## src/rtl/reorder_buffer.sv

```systemverilog
// Reorder buffer: 7-entry circular in-order retirement buffer, tags 1..2^TAG_W-1 (tag 0 = no dependency).
// Latency: issue/write-back take effect at the next edge; a head made ready in cycle N retires in N+1 and commit pulses in N+2.
// Backpressure: issue_ready drops when full, paused or flushing; write-back is never stalled; at most one retirement per cycle.
//
// Ports: clk/rst (async active-low), pause, flush; issue_valid/issue_rd -> issue_ready/issue_tag;
//        wb_valid/wb_tag/wb_data result capture; q1/q2 operand lookup; commit/commit_reg/commit_data/commit_tag
//        registered retire port; count = occupied entries.
// Optional: define ROB_BYPASS_EN to forward a same-cycle write-back onto the query ports.
module reorder_buffer #(
    parameter int TAG_W  = 3,
    parameter int DATA_W = 32
) (
    input  logic              clk,
    input  logic              rst,
    input  logic              pause,
    input  logic              flush,
    input  logic              issue_valid,
    input  logic [4:0]        issue_rd,
    output logic              issue_ready,
    output logic [TAG_W-1:0]  issue_tag,
    input  logic              wb_valid,
    input  logic [TAG_W-1:0]  wb_tag,
    input  logic [DATA_W-1:0] wb_data,
    input  logic [TAG_W-1:0]  q1_tag,
    input  logic [TAG_W-1:0]  q2_tag,
    output logic              q1_ready,
    output logic              q2_ready,
    output logic [DATA_W-1:0] q1_value,
    output logic [DATA_W-1:0] q2_value,
    output logic              commit,
    output logic [4:0]        commit_reg,
    output logic [DATA_W-1:0] commit_data,
    output logic [TAG_W-1:0]  commit_tag,
    output logic [TAG_W-1:0]  count
);

    localparam int               DEPTH     = 1 << TAG_W;
    localparam logic [TAG_W-1:0] MAX_TAG   = {TAG_W{1'b1}};
    localparam logic [TAG_W-1:0] FIRST_TAG = {{(TAG_W-1){1'b0}}, 1'b1};

    // Slot 0 exists only so tags index directly; it is never allocated.
    logic [DEPTH-1:0]  valid_q;
    logic [DEPTH-1:0]  ready_q;
    logic [4:0]        rd_q    [DEPTH];
    logic [DATA_W-1:0] value_q [DEPTH];
    logic [TAG_W-1:0]  head_q;
    logic [TAG_W-1:0]  tail_q;
    logic [TAG_W-1:0]  count_q;

    logic do_issue;
    logic do_commit;
    logic wb_hit;

    // Pointers skip tag 0: 1,2,...,MAX,1.
    function automatic logic [TAG_W-1:0] next_tag(input logic [TAG_W-1:0] t);
        return (t == MAX_TAG) ? FIRST_TAG : t + FIRST_TAG;
    endfunction

    // Fullness uses the pre-commit count, so a full buffer refuses issue even while retiring.
    assign issue_ready = (count_q != MAX_TAG) && !flush && !pause;
    assign issue_tag   = tail_q;
    assign count       = count_q;
    assign do_issue    = issue_valid && issue_ready;
    assign do_commit   = !pause && !flush && (count_q != '0) && ready_q[head_q];
    assign wb_hit      = wb_valid && (wb_tag != '0) && valid_q[wb_tag];

    always_comb begin
        q1_ready = 1'b0;
        q1_value = '0;
        q2_ready = 1'b0;
        q2_value = '0;
        if ((q1_tag != '0) && valid_q[q1_tag]) begin
            if (ready_q[q1_tag]) begin
                q1_ready = 1'b1;
                q1_value = value_q[q1_tag];
            end
`ifdef ROB_BYPASS_EN
            if (wb_valid && (wb_tag == q1_tag)) begin
                q1_ready = 1'b1;
                q1_value = wb_data;
            end
`endif
        end
        if ((q2_tag != '0) && valid_q[q2_tag]) begin
            if (ready_q[q2_tag]) begin
                q2_ready = 1'b1;
                q2_value = value_q[q2_tag];
            end
`ifdef ROB_BYPASS_EN
            if (wb_valid && (wb_tag == q2_tag)) begin
                q2_ready = 1'b1;
                q2_value = wb_data;
            end
`endif
        end
    end

    // Payload storage carries no reset; valid/ready bits qualify every read.
    always_ff @(posedge clk) begin
        if (do_issue) begin
            rd_q[tail_q] <= issue_rd;
        end
        if (wb_hit && !flush) begin
            value_q[wb_tag] <= wb_data;
        end
    end

    always_ff @(posedge clk or negedge rst) begin
        if (!rst) begin
            valid_q     <= '0;
            ready_q     <= '0;
            head_q      <= FIRST_TAG;
            tail_q      <= FIRST_TAG;
            count_q     <= '0;
            commit      <= 1'b0;
            commit_reg  <= '0;
            commit_data <= '0;
            commit_tag  <= '0;
        end else if (flush) begin
            valid_q <= '0;
            ready_q <= '0;
            head_q  <= FIRST_TAG;
            tail_q  <= FIRST_TAG;
            count_q <= '0;
            commit  <= 1'b0;
        end else begin
            if (wb_hit) begin
                ready_q[wb_tag] <= 1'b1;
            end
            if (do_issue) begin
                valid_q[tail_q] <= 1'b1;
                ready_q[tail_q] <= 1'b0;
                tail_q          <= next_tag(tail_q);
            end
            // Retirement clears last so a stale write-back to the head cannot revive it.
            if (do_commit) begin
                valid_q[head_q] <= 1'b0;
                ready_q[head_q] <= 1'b0;
                head_q          <= next_tag(head_q);
            end
            case ({do_issue, do_commit})
                2'b10:   count_q <= count_q + FIRST_TAG;
                2'b01:   count_q <= count_q - FIRST_TAG;
                default: count_q <= count_q;
            endcase
            // Register 0 is architectural zero: retire silently, keep the last commit payload.
            commit <= do_commit && (rd_q[head_q] != '0);
            if (do_commit && (rd_q[head_q] != '0)) begin
                commit_tag  <= head_q;
                commit_reg  <= rd_q[head_q];
                commit_data <= value_q[head_q];
            end
        end
    end

endmodule

```

## config.mk

```make
export PLATFORM = sky130hd
export DESIGN_NAME = reorder_buffer
export DESIGN_NICKNAME = d
export VERILOG_FILES = /design/src/rtl/reorder_buffer.sv
export SDC_FILE = /design/constraint.sdc
export NUM_CORES = 1
export LEC_CHECK = 0
export BUFFER_PORTS_ARGS = -buffer_cell sky130_fd_sc_hd__buf_4
export CAP_MARGIN = 0
export CELL_PAD_IN_SITES_DETAIL_PLACEMENT = 1
export CELL_PAD_IN_SITES_GLOBAL_PLACEMENT = 1
export CORE_ASPECT_RATIO = 0.6
export CORE_UTILIZATION = 41
export CTS_BUF_LIST = sky130_fd_sc_hd__clkbuf_8
export DETAILED_ROUTE_END_ITERATION = 16
export GPL_TIMING_DRIVEN = 0
export HOLD_SLACK_MARGIN = 0.1
export PLACE_DENSITY_LB_ADDON = 0.1
export SYNTH_ARGS = -nofsm -noshare
export SYNTH_HDL_FRONTEND = slang
export SYNTH_SLANG_ARGS = --single-unit
```

## constraint.sdc

```tcl
create_clock -name clk -period 10.4 [get_ports clk]
set_input_delay 2.08 -clock clk [delete_from_list [all_inputs] [get_ports clk]]
set_output_delay 2.08 -clock clk [all_outputs]
set_load 0.02 [all_outputs]
```

==> impl_summary.txt <==
----------------------------------------------------
[Status]
  Status ... completed

[Floorplanning]
  Floorplan row count ... 59
  Initial core utilization ... 42.0%
  I/O pin count ... 166
  Die Footprint ... 45,800 sq um
  Core area ... 43,800 sq um
  Die width ... 276 microns
  Floorplan die height ... 166 microns

[Final layout]
  Layout cell share with drive strength beyond 1 ... 33.0%
  Final core utilization ... 50.0%
  Count of nets after finishing ... 1,465
  Biggest regs ... value_q: 256 flops, rd_q: 40 flops, commit_data: 32 flops
  Non-Filler Instances ... 2,036
  Area added between synthesis and finish ... 18.9%
  Number of flip-flops under the largest register name ... 256
  Register containing the most flip-flops in the final layout ... value_q

[Drt]
  Average via count per standard cell ... 5.93
  Detailed-route wire length per cell ... 29.0 microns
  ANT nets after route ... 0
  Via total after detailed routing ... 12,078
  1st-iter DRT viols ... 1,198
  Pre-Repair DR Iteration Count ... 5
  Number of design rule violations left after detail routing ... 0
  Routed WL ... 59,100 microns

[Placed design]
  Half-perimeter wire length of the detailed placement result ... 41,500 microns
  Placer's final routability congestion estimate ... 0.822
  IO Port Bufs ... 159
  DP Cell Count ... 1,928

[Critical path]
  Category of the critical setup timing path ... primary input to output port
  Arrival time at the worst endpoint ... 4.93 ns
  Crit start category ... primary input
  Data required time at the worst endpoint ... 8.32 ns
  Critical Path Sink Type ... output port
  Peak fanout along the critical path ... 10

[Global route]
  Global-route track usage on met1 ... 39.7%
  Met3 track demand over resource ... 4.74%
  Pin count of the biggest net entering global routing ... 66
  Met2 GRT Util ... 38.6%
  Number of global-route vias before repair ... 12,541
  Number of antenna violations at the first check in global routing ... 1
  Most utilized layer in the global route result ... met1
  Aggregate global-route resource usage ... 26.0%
  First-pass GRT wire length ... 86,000 microns
  Gr ovfl total ... 0

[Timing]
  Worst hold margin ... 0.513 ns
  Hold violation count in the final report ... 0
  Final critical-path share of the clock period ... 67.4%
  Setup clock skew after layout ... 0.0220 ns
  Worst max-slew margin expressed relative to the limit ... 10.2%
  Slew at the pin with the worst max-slew slack ... 1.34 ns
  Unrepaired setup endpoints after global routing ... no
  Count of pins over their slew limit ... 0
  Final min period ... 7.01 ns
  Max Fclk ... 143 MHz
  Endpoints failing setup ... 0

[Clocking]
  Clock-pin slew on the worst setup and hold paths ... 0.07 ns
  TritonCTS Sinks ... 361
  Cts bufs inserted ... 57
  Clock tree from TritonCTS ... built
  Longest Clk Path Bufs ... 3
  Source-to-sink clock delay at the later pin of the worst-skew pair ... 0.63 ns
  Hold_buf cts ... 0
  Clock Root Buffer ... clkbuf_8
  Number of instances resized during post-cts repair ... 0
  Count of buffers added by post-CTS timing repair for setup ... 0
  Number of levels the H-tree was split into ... 2

[Synth]
  Part of the Yosys area used for sequential elements ... 57.1%
  Number of warnings reported in the yosys synthesis log ... 0
  Number of flip-flops and latches in the synthesized netlist ... 361
  Number of synthesized flops with an enable pin ... 296
  Average footprint of a synthesized cell ... 16.3 sq um
  Post-Synthesis Cells ... 1,130
  Most used flip-flop cell after synthesis ... edfxtp_1
  Ys async rst share ... 18.0%
  Post-synthesis cell type count ... 64
  Total standard cell area after synthesis ... 18,400 sq um

[Power]
  Internal power contribution ... 2.30 mW
  Sequential Power Share ... 52.1%
  Power Dens Cells ... 140 nW/um^2
  Net load switching power ... 763 uW
  Pleak ... 7.96 nW
  Clock share of power ... 38.9%
  Proportion of power drawn by combinational gates ... 9.0%
  Switching part of the total power ... 25.0%
  Maximum resistive drop on vdd ... 85.1 uV

[Hold path]
  Type of the tightest min-delay check ... flop to flop

[Job]
  Max-cap violations ... 0

----------------------------------------------------
[final cells by class]
cell class | count | area, sq um
diodes | 1 | 2.50
well taps | 579 | 724
repair buffers | 188 | 1490
multi-input cells | 671 | 7510
plain buffers | 88 | 422
clock inverters | 38 | 155
flip-flops and latches | 361 | 10500
clock buffers | 69 | 950
fillers | 4290 | 21900
inverters | 41 | 154
[power groups by stage]
stage	clock network, mW	registers [mW]	logic (mW)
global placement	0	1.62	0.270
detailed placement	0	1.62	0.274
CTS	1.21	1.59	0.275
finish	1.19	1.60	0.275
global route	1.27	1.60	0.291
floorplan	0	1.62	0.153
[per-layer routing]
metal  wire (microns)  vias to the layer above  part of all wire [%]
li1                 -                     5104                     -
met1            27300                     6423                    46
met2            26800                      467                    45
met3             3940                       84                   6.7
met4              989                        0                   1.7
met5                0                        -                     0
[critical path, cell delays in order]
cell and delay, ns:
buf_4 0.12, buf_1 0.66, mux4_2 0.36, nand2_1 0.06
o21ai_1 0.47, clkbuf_1 0.71, nor2_1 0.23, buf_4 0.23
[synthesized netlist by cell type (3+ instances only)]
cell	n	area share (%)
edfxtp_1	296	48
mux2i_1	171	9.3
mux4_2	171	21
nor2_1	90	1.8
dfrtp_1	63	8.6
clkbuf_1	46	0.94
inv_1	37	0.75
a22oi_1	33	1.3
o21ai_0	32	0.87
nand2_1	23	0.47
buf_2	19	0.52
buf_1	17	0.35
nor3_1	12	0.33
a31oi_1	9	0.31
a21oi_1	6	0.16
nor2b_1	6	0.20
nand2b_1	5	0.17
nand3_1	5	0.14
nand3b_1	5	0.20
a2111oi_0	4	0.19
ha_1	4	0.27
mux2_1	4	0.24
mux2_4	4	0.33
nor3b_1	4	0.16
o21ai_1	4	0.11
a211oi_1	3	0.12
and2_1	3	0.10
buf_12	3	0.33
inv_2	3	0.061
o21a_1	3	0.12
o22ai_1	3	0.10
o31ai_1	3	0.12
[cells by family (layout without fill, tap and decap cells)]
logic type | count (synthesis) | count (layout) | share of synthesized area [%]
AOI/OAI and AO/OA | 117 | 117 | 4.38
xor gates and xnor gates | 1 | 1 | 0.0475
adders and majority gates | 5 | 5 | 0.380
buffers and inverters | 129 | 424 | 3.12
DFF | 361 | 361 | 57.1
muxes | 353 | 353 | 31.0
other | 1 | 33 | 0.0203
and+or+nand+nor | 163 | 163 | 3.99
[placed cells by master (no fill, tap or decap), drive strengths merged, types with 2 or more instances in the layout]
cell      Yosys  layout
a22oi        33      33
a41oi         2       2
o21ai        36      36
mux4        172     172
nand2b        5       5
o31ai         3       3
o22ai         3       3
edfxtp      296     296
nand2        23      23
o21a          3       3
nand3         5       5
and2          3       3
or3           2       2
nor3         12      12
nor2         90      90
nor3b         4       4
nor4          2       2
dfstp         2       2
dfrtp        63      63
a311oi        2       2
mux2i       171     171
a31oi         9       9
a211oi        3       3
a22o          2       2
clkbuf       46     115
clkinvlp      0       2
ha            4       4
nor2b         6       6
a2111oi       4       4
conb          1      32
clkinv        1      19
nand3b        5       5
a21oi         6       6
mux2         10      10
buf          42     230
or2           2       2
inv          40      58
[stage by stage]
step / total power, mW / setup WS [ns] / area (sq um) / setup TNS (ns)
after CTS: 3.08 / 3.38 / 21900 / 0
after floorplan: 1.78 / 4.09 / 18600 / 0
after global placement: 1.89 / -1.07 / 20500 / -57.83
after detailed placement: 1.90 / 3.37 / 20800 / 0
after global routing: 3.15 / 3.25 / 21900 / 0
final: 3.06 / 3.39 / 21900 / 0
[final timing paths]
path | endpoint | start | cells after the start | slack [ns]
max | q2_value[13] | q2_tag[0] | 8 | 3.39
min | ready_q[0]$_DFF_PN0_ | ready_q[0]$_DFF_PN0_ | 2 | 0.51
max reg2reg | count[2]$_DFFE_PN0P_ | head_q[0]$_DFFE_PN1P_ | 11 | 6.74
min reg2reg | ready_q[0]$_DFF_PN0_ | ready_q[0]$_DFF_PN0_ | 2 | 0.51
max in group asynchronous | commit_data[8]$_DFFE_PN0P_ | rst | 1 | 8.02
min in group asynchronous | commit_reg[1]$_DFFE_PN0P_ | rst | 1 | 1.62
Note: power is estimated with default switching activity, not from simulation.
